`src/rtl/stream_mux_rr_pkg.sv`:
```
// Shared mode encodings and pointer arithmetic for the stream multiplexer.
package mux_pkg;

    localparam logic MODE_FIXED = 1'b0;
    localparam logic MODE_RR    = 1'b1;

    // Round-robin successor of channel g among n channels.
    function automatic int unsigned rr_next(input int unsigned g, input int unsigned n);
        return (g == n - 1) ? 0 : g + 1;
    endfunction

endpackage

```
`src/rtl/stream_mux_rr_arbiter.sv`:
```
// Rotating-priority arbiter: the first requester at or after ptr wins, wrapping modulo N_CH.
module rr_arbiter #(
    parameter int N_CH = 4,
    localparam int SELW = $clog2(N_CH)
) (
    input  logic [N_CH-1:0] req,
    input  logic [SELW-1:0] ptr,
    output logic            gnt_valid,
    output logic [SELW-1:0] gnt_idx
);

    localparam logic [SELW:0] NCH_W = (SELW+1)'(N_CH);

    logic [2*N_CH-1:0] req2;
    logic [N_CH-1:0]   rot;
    logic [SELW-1:0]   off;
    logic [SELW:0]     sum;

    // Doubling the request vector lets a plain right shift act as a rotate by ptr.
    assign req2 = {req, req};
    assign rot  = N_CH'(req2 >> ptr);

    // Lowest set bit of the rotated vector is the offset from ptr to the winner.
    always_comb begin
        gnt_valid = 1'b0;
        off       = '0;
        for (int k = N_CH - 1; k >= 0; k--) begin
            if (rot[k]) begin
                gnt_valid = 1'b1;
                off       = SELW'(k);
            end
        end
    end

    // Map the offset back to an absolute channel index; ptr < N_CH so one subtract suffices.
    always_comb begin
        sum     = {1'b0, ptr} + {1'b0, off};
        gnt_idx = (sum >= NCH_W) ? SELW'(sum - NCH_W) : SELW'(sum);
    end

endmodule

```
`src/rtl/stream_mux_rr.sv`:
```
// N-channel registered stream multiplexer with fixed-select and round-robin modes.
module stream_mux_rr
    import mux_pkg::*;
#(
    parameter int N_CH  = 4,
    parameter int WIDTH = 32,
    localparam int SELW = $clog2(N_CH)
) (
    input  logic                  clk,
    input  logic                  rst_n,
    input  logic                  mode,
    input  logic [SELW-1:0]       sel,
    input  logic [N_CH-1:0]       in_valid,
    input  logic [N_CH*WIDTH-1:0] in_data,
    output logic [N_CH-1:0]       in_ready,
    output logic                  out_valid,
    output logic [WIDTH-1:0]      out_data,
    output logic [SELW-1:0]       out_src,
    input  logic                  out_ready
);

    localparam logic [SELW:0] NCH_W = (SELW+1)'(N_CH);

    logic             vld_p1;
    logic [WIDTH-1:0] data_p1;
    logic [SELW-1:0]  src_p1;
    logic [SELW-1:0]  ptr_p1;

    logic             load;
    logic             fx_valid;
    logic             rr_valid;
    logic [SELW-1:0]  rr_idx;
    logic             gnt_valid;
    logic [SELW-1:0]  gnt_idx;
    logic             xfer;

    rr_arbiter #(.N_CH(N_CH)) u_arb (
        .req       (in_valid),
        .ptr       (ptr_p1),
        .gnt_valid (rr_valid),
        .gnt_idx   (rr_idx)
    );

    // Output register can take a new beat when empty or being drained this cycle.
    assign load = !vld_p1 || out_ready;

    // Out-of-range selects (non-power-of-2 N_CH) never grant.
    assign fx_valid = ({1'b0, sel} < NCH_W) && in_valid[sel];

    // Choose the grant source by mode; takes effect in the same cycle.
    always_comb begin
        if (mode == MODE_RR) begin
            gnt_valid = rr_valid;
            gnt_idx   = rr_idx;
        end else begin
            gnt_valid = fx_valid;
            gnt_idx   = sel;
        end
    end

    // rst_n gates the handshake so nothing is offered while reset is held.
    assign xfer = rst_n && load && gnt_valid;

    // Only the granted channel sees ready.
    always_comb begin
        in_ready = '0;
        if (xfer) in_ready[gnt_idx] = 1'b1;
    end

    // Output stage: capture on transfer, empty on drain without a grant, hold on stall.
    always_ff @(posedge clk or negedge rst_n) begin
        if (!rst_n) begin
            vld_p1  <= 1'b0;
            data_p1 <= '0;
            src_p1  <= '0;
        end else if (load) begin
            vld_p1 <= xfer;
            if (xfer) begin
                data_p1 <= in_data[gnt_idx*WIDTH +: WIDTH];
                src_p1  <= gnt_idx;
            end
        end
    end

    // Round-robin pointer advances past the winner of an RR-mode transfer only.
    always_ff @(posedge clk or negedge rst_n) begin
        if (!rst_n) begin
            ptr_p1 <= '0;
        end else if (xfer && mode == MODE_RR) begin
            ptr_p1 <= SELW'(rr_next(32'(gnt_idx), N_CH));
        end
    end

    assign out_valid = vld_p1;
    assign out_data  = data_p1;
    assign out_src   = src_p1;

endmodule

```
`config.mk`:
```
export PLATFORM = sky130hd
export DESIGN_NAME = stream_mux_rr
export DESIGN_NICKNAME = d
export VERILOG_FILES = /design/src/rtl/stream_mux_rr_pkg.sv /design/src/rtl/stream_mux_rr_arbiter.sv /design/src/rtl/stream_mux_rr.sv
export SDC_FILE = /design/constraint.sdc
export NUM_CORES = 1
export LEC_CHECK = 0
export CORE_MARGIN = 3
export CORE_UTILIZATION = 40
export DETAILED_ROUTE_END_ITERATION = 10
export PLACE_DENSITY_LB_ADDON = 0.12
export SLEW_MARGIN = 20
export SYNTH_ARGS = -nofsm -noshare
export SYNTH_HDL_FRONTEND = slang
export SYNTH_SLANG_ARGS = --single-unit
```
`constraint.sdc`:
```
create_clock -name clk -period 5.4 [get_ports clk]
set_input_delay 1.08 -clock clk [delete_from_list [all_inputs] [get_ports clk]]
set_output_delay 1.08 -clock clk [all_outputs]
set_load 0.01 [all_outputs]
```
==> flow_metrics.env <==
export IMPL_hold_viol_final=0
export IMPL_ant_nets=0
export IMPL_cp_arrival_ns=4.12
export IMPL_wl_um=8190
export IMPL_final_nets=586
export IMPL_synth_edf_count=0
export IMPL_crit_path_end_kind="output pin"
export IMPL_grt_usage=0.201
export IMPL_ys_seq_elements=37
export IMPL_crit_chain="clkdlybuf4s50_1 > o21ai_0 > a21oi_1 > nor3_1 > a21oi_1 > ha_1 > xnor2_1 > or4_4 > a31oi_4 > nor3b_2 > clkdlybuf4s50_1"
export IMPL_clock_sinks=37
export IMPL_antenna_found_initial=0
export IMPL_die_area_sq_um=7830
export IMPL_grt_remaining_overflow=0
export IMPL_htree_levels=2
export IMPL_fmax_ghz=0.192
export IMPL_dp_hpwl_um=6430
export IMPL_max_slew_margin=0.316
export IMPL_synthArstFlopShare=1.00
export IMPL_setup_viol=0
export IMPL_rr_startpoint="ptr_p1[1]"
export IMPL_worstHoldEndpoint="out_data[27]"
export IMPL_start_util=0.422
export IMPL_drive_above_1_share=0.0537
export IMPL_critical_path_class="in2out"
export IMPL_finalCriticalPeriod_ns=5.20
export IMPL_critPathLaunchType="primary input"
export IMPL_syn_inst=284
export IMPL_cpPeakStageDelay_ns=0.57
export IMPL_min_period_over_period=0.963
export IMPL_remaining_drc_errors=0
export IMPL_synth_warnings=0
export IMPL_die_w_um=88.5
export IMPL_cp_max_fo=7
export IMPL_grt_pass1_wl_um=12400
export IMPL_r2r_slack_ns=1.95
export IMPL_reg2reg_to="out_data[22]"
export IMPL_status="finished, final reports clean"
export IMPL_power_leakage_nw=2.02
export IMPL_postCtsSetupRepairBufs=0
export IMPL_clock_path_buffers=2
export IMPL_rsz0062_at_grt="no"
export IMPL_antenna_cells=0
export IMPL_cts_tree="yes"
export IMPL_cts_made_buffers=5
export IMPL_postPlaceCellArea_sq_um=4500
export IMPL_peakVddDrop_mv=0.205
export IMPL_worstPathRequired_ns=4.32
export IMPL_fin_skew_ns=0.00565
export IMPL_fin_area_sq_um=4630
export IMPL_syn_to_final_growth_pct=69.9
export IMPL_syn_area_per_cell_sq_um=9.59
export IMPL_vias=2884
export IMPL_synth_fp_nets=424
export IMPL_path_clk_slew_ns=0.07
export IMPL_yosysUniqueCellTypes=37
export IMPL_p_total_w=0.00189
export IMPL_holdCritStartpoint="out_data[27]"
export IMPL_reg2reg_depth=12
export IMPL_avgViaCountPerCell=5.50
export IMPL_ys_flop_type="dfrtp_1"
export IMPL_grt_max_degree=65
export IMPL_p_per_area_nw_per_um2=408
export IMPL_cts_root_buf="clkbuf_8"
export IMPL_clkLatencyLatePin_ns=0.28
export IMPL_ys_seq_area_frac=0.340
export IMPL_drv_slew=0
export IMPL_die_h_um=88.5
export IMPL_port_buffers=176
export IMPL_gp_congestion=0.908
export IMPL_grt_pass1_vias=2694
export IMPL_drtIter0Drc=98
export IMPL_min_delay_path_class="reg2reg"
export IMPL_ios=177
export IMPL_wire_per_inst_um=15.6
export IMPL_dr_pass1_iters=5
export IMPL_netlist_area_sq_um=2720
export IMPL_maxCapViolCount=0
export IMPL_crit_slowest_cell="clkdlybuf4s50_1"
export IMPL_holdPathStages=1
export IMPL_tns_ns=0
export IMPL_num_rows=29
export IMPL_tightest_slew_ns=1.03
export IMPL_coreArea_sq_um=6460
timing repair:
action,in CTS,in global routing
hold buffers,0,0
gates resized for setup,0,2
setup endpoints to repair,0,2
synth_stat cells (2+ instances only):
master	count	area share
buf_2	11	0.020
o32ai_1	2	0.0064
nand2b_1	6	0.014
inv_1	3	0.0041
nand2_1	5	0.0069
mux2_2	3	0.012
nor3_1	35	0.064
ha_1	2	0.0092
a221o_1	32	0.12
buf_6	4	0.017
nor2b_1	2	0.0046
mux2i_1	66	0.24
nor2_1	38	0.052
clkbuf_1	11	0.015
buf_1	3	0.0041
a21oi_1	4	0.0074
dfrtp_1	37	0.34
stage by stage:
stage | util | hold slack, ns | cells | worst slack, ns
5_1_grt | 0.716 | 0.526 | 524 | 0.0337
3_5_place_dp | 0.697 | 0.500 | 516 | 0.0786
4_1_cts | 0.715 | 0.516 | 524 | 0.0610
2_1_floorplan | - | 0.533 | 284 | 0.830
6_report | 0.716 | 0.511 | 524 | 0.198
3_3_place_gp | 0.697 | 0.493 | 516 | 0.146
layout make-up:
cell class | instances | area (sq um)
fillers | 507 | 1830
repair buffers | 184 | 1820
multi-input cells | 215 | 1660
flip-flops and latches | 37 | 926
well taps | 77 | 96.3
clock buffers | 7 | 86.3
clock inverters | 1 | 30.0
inverters | 3 | 11.3
worst max path at each step:
stage | start | end | cells past startpoint
final | in_valid[3] | in_ready[3] | 11
after floorplan | in_valid[1] | in_ready[3] | 12
after detailed placement | in_valid[0] | in_ready[3] | 12
after CTS | in_valid[0] | in_ready[3] | 12
after global routing | in_valid[1] | in_ready[3] | 12
after global placement | in_valid[0] | in_ready[3] | 12
cells in the final DEF (no fill, tap or decap), drive strengths merged, types with 3 or more instances in the layout:
master,Yosys,layout
clkdlybuf4s50,0,174
mux2i,66,66
nor2,38,38
dfrtp,37,37
nor3,35,35
a221o,32,32
buf,18,9
clkbuf,11,7
nand2b,6,6
nand2,5,5
a21oi,4,4
inv,3,3
mux2,3,3
worst max-delay path: cells and delay by family:
| kind | cells | cell delay [ns] |
|---|---|---|
| buf+inv | 2 | 1.13 |
| simple gates | 3 | 0.87 |
| compound gates | 4 | 0.77 |
| xor+xnor | 1 | 0.09 |
| fa+ha+maj | 1 | 0.19 |
registers in the layout, indices dropped and copies added, names as in the netlist:
signal and flops:
out_data 32, out_src 2, ptr_p1 2, out_valid 1
layer usage:
layer / wire [um] / vias to the layer above / GRT usage
li1: - / 1399 / -
met1: 3160 / 1333 / 0.245
met2: 4120 / 140 / 0.347
met3: 763 / 12 / 0.0596
met4: 152 / 0 / 0.0508
met5: 0 / - / 0
power by group:
group / switching (W) / internal [W] / leakage (nW) / total (W)
registers: 0.0000917 / 0.000407 / 0.453 / 0.000499
clock network: 0.0000922 / 0.000151 / 0.0585 / 0.000243
logic: 0.000502 / 0.000644 / 1.50 / 0.00115
logic make-up after synthesis:
family	count (synthesis)	share of synthesized area
buffers and inverters	32	0.0602
flip-flops	37	0.340
AND/OR/NAND/NOR	93	0.161
AO/OA/AOI/OAI	49	0.168
XOR/XNOR	2	0.00643
multiplexers	69	0.255
adder cells (fa/ha/maj)	2	0.00919
Power figures use the tool's default switching activity.
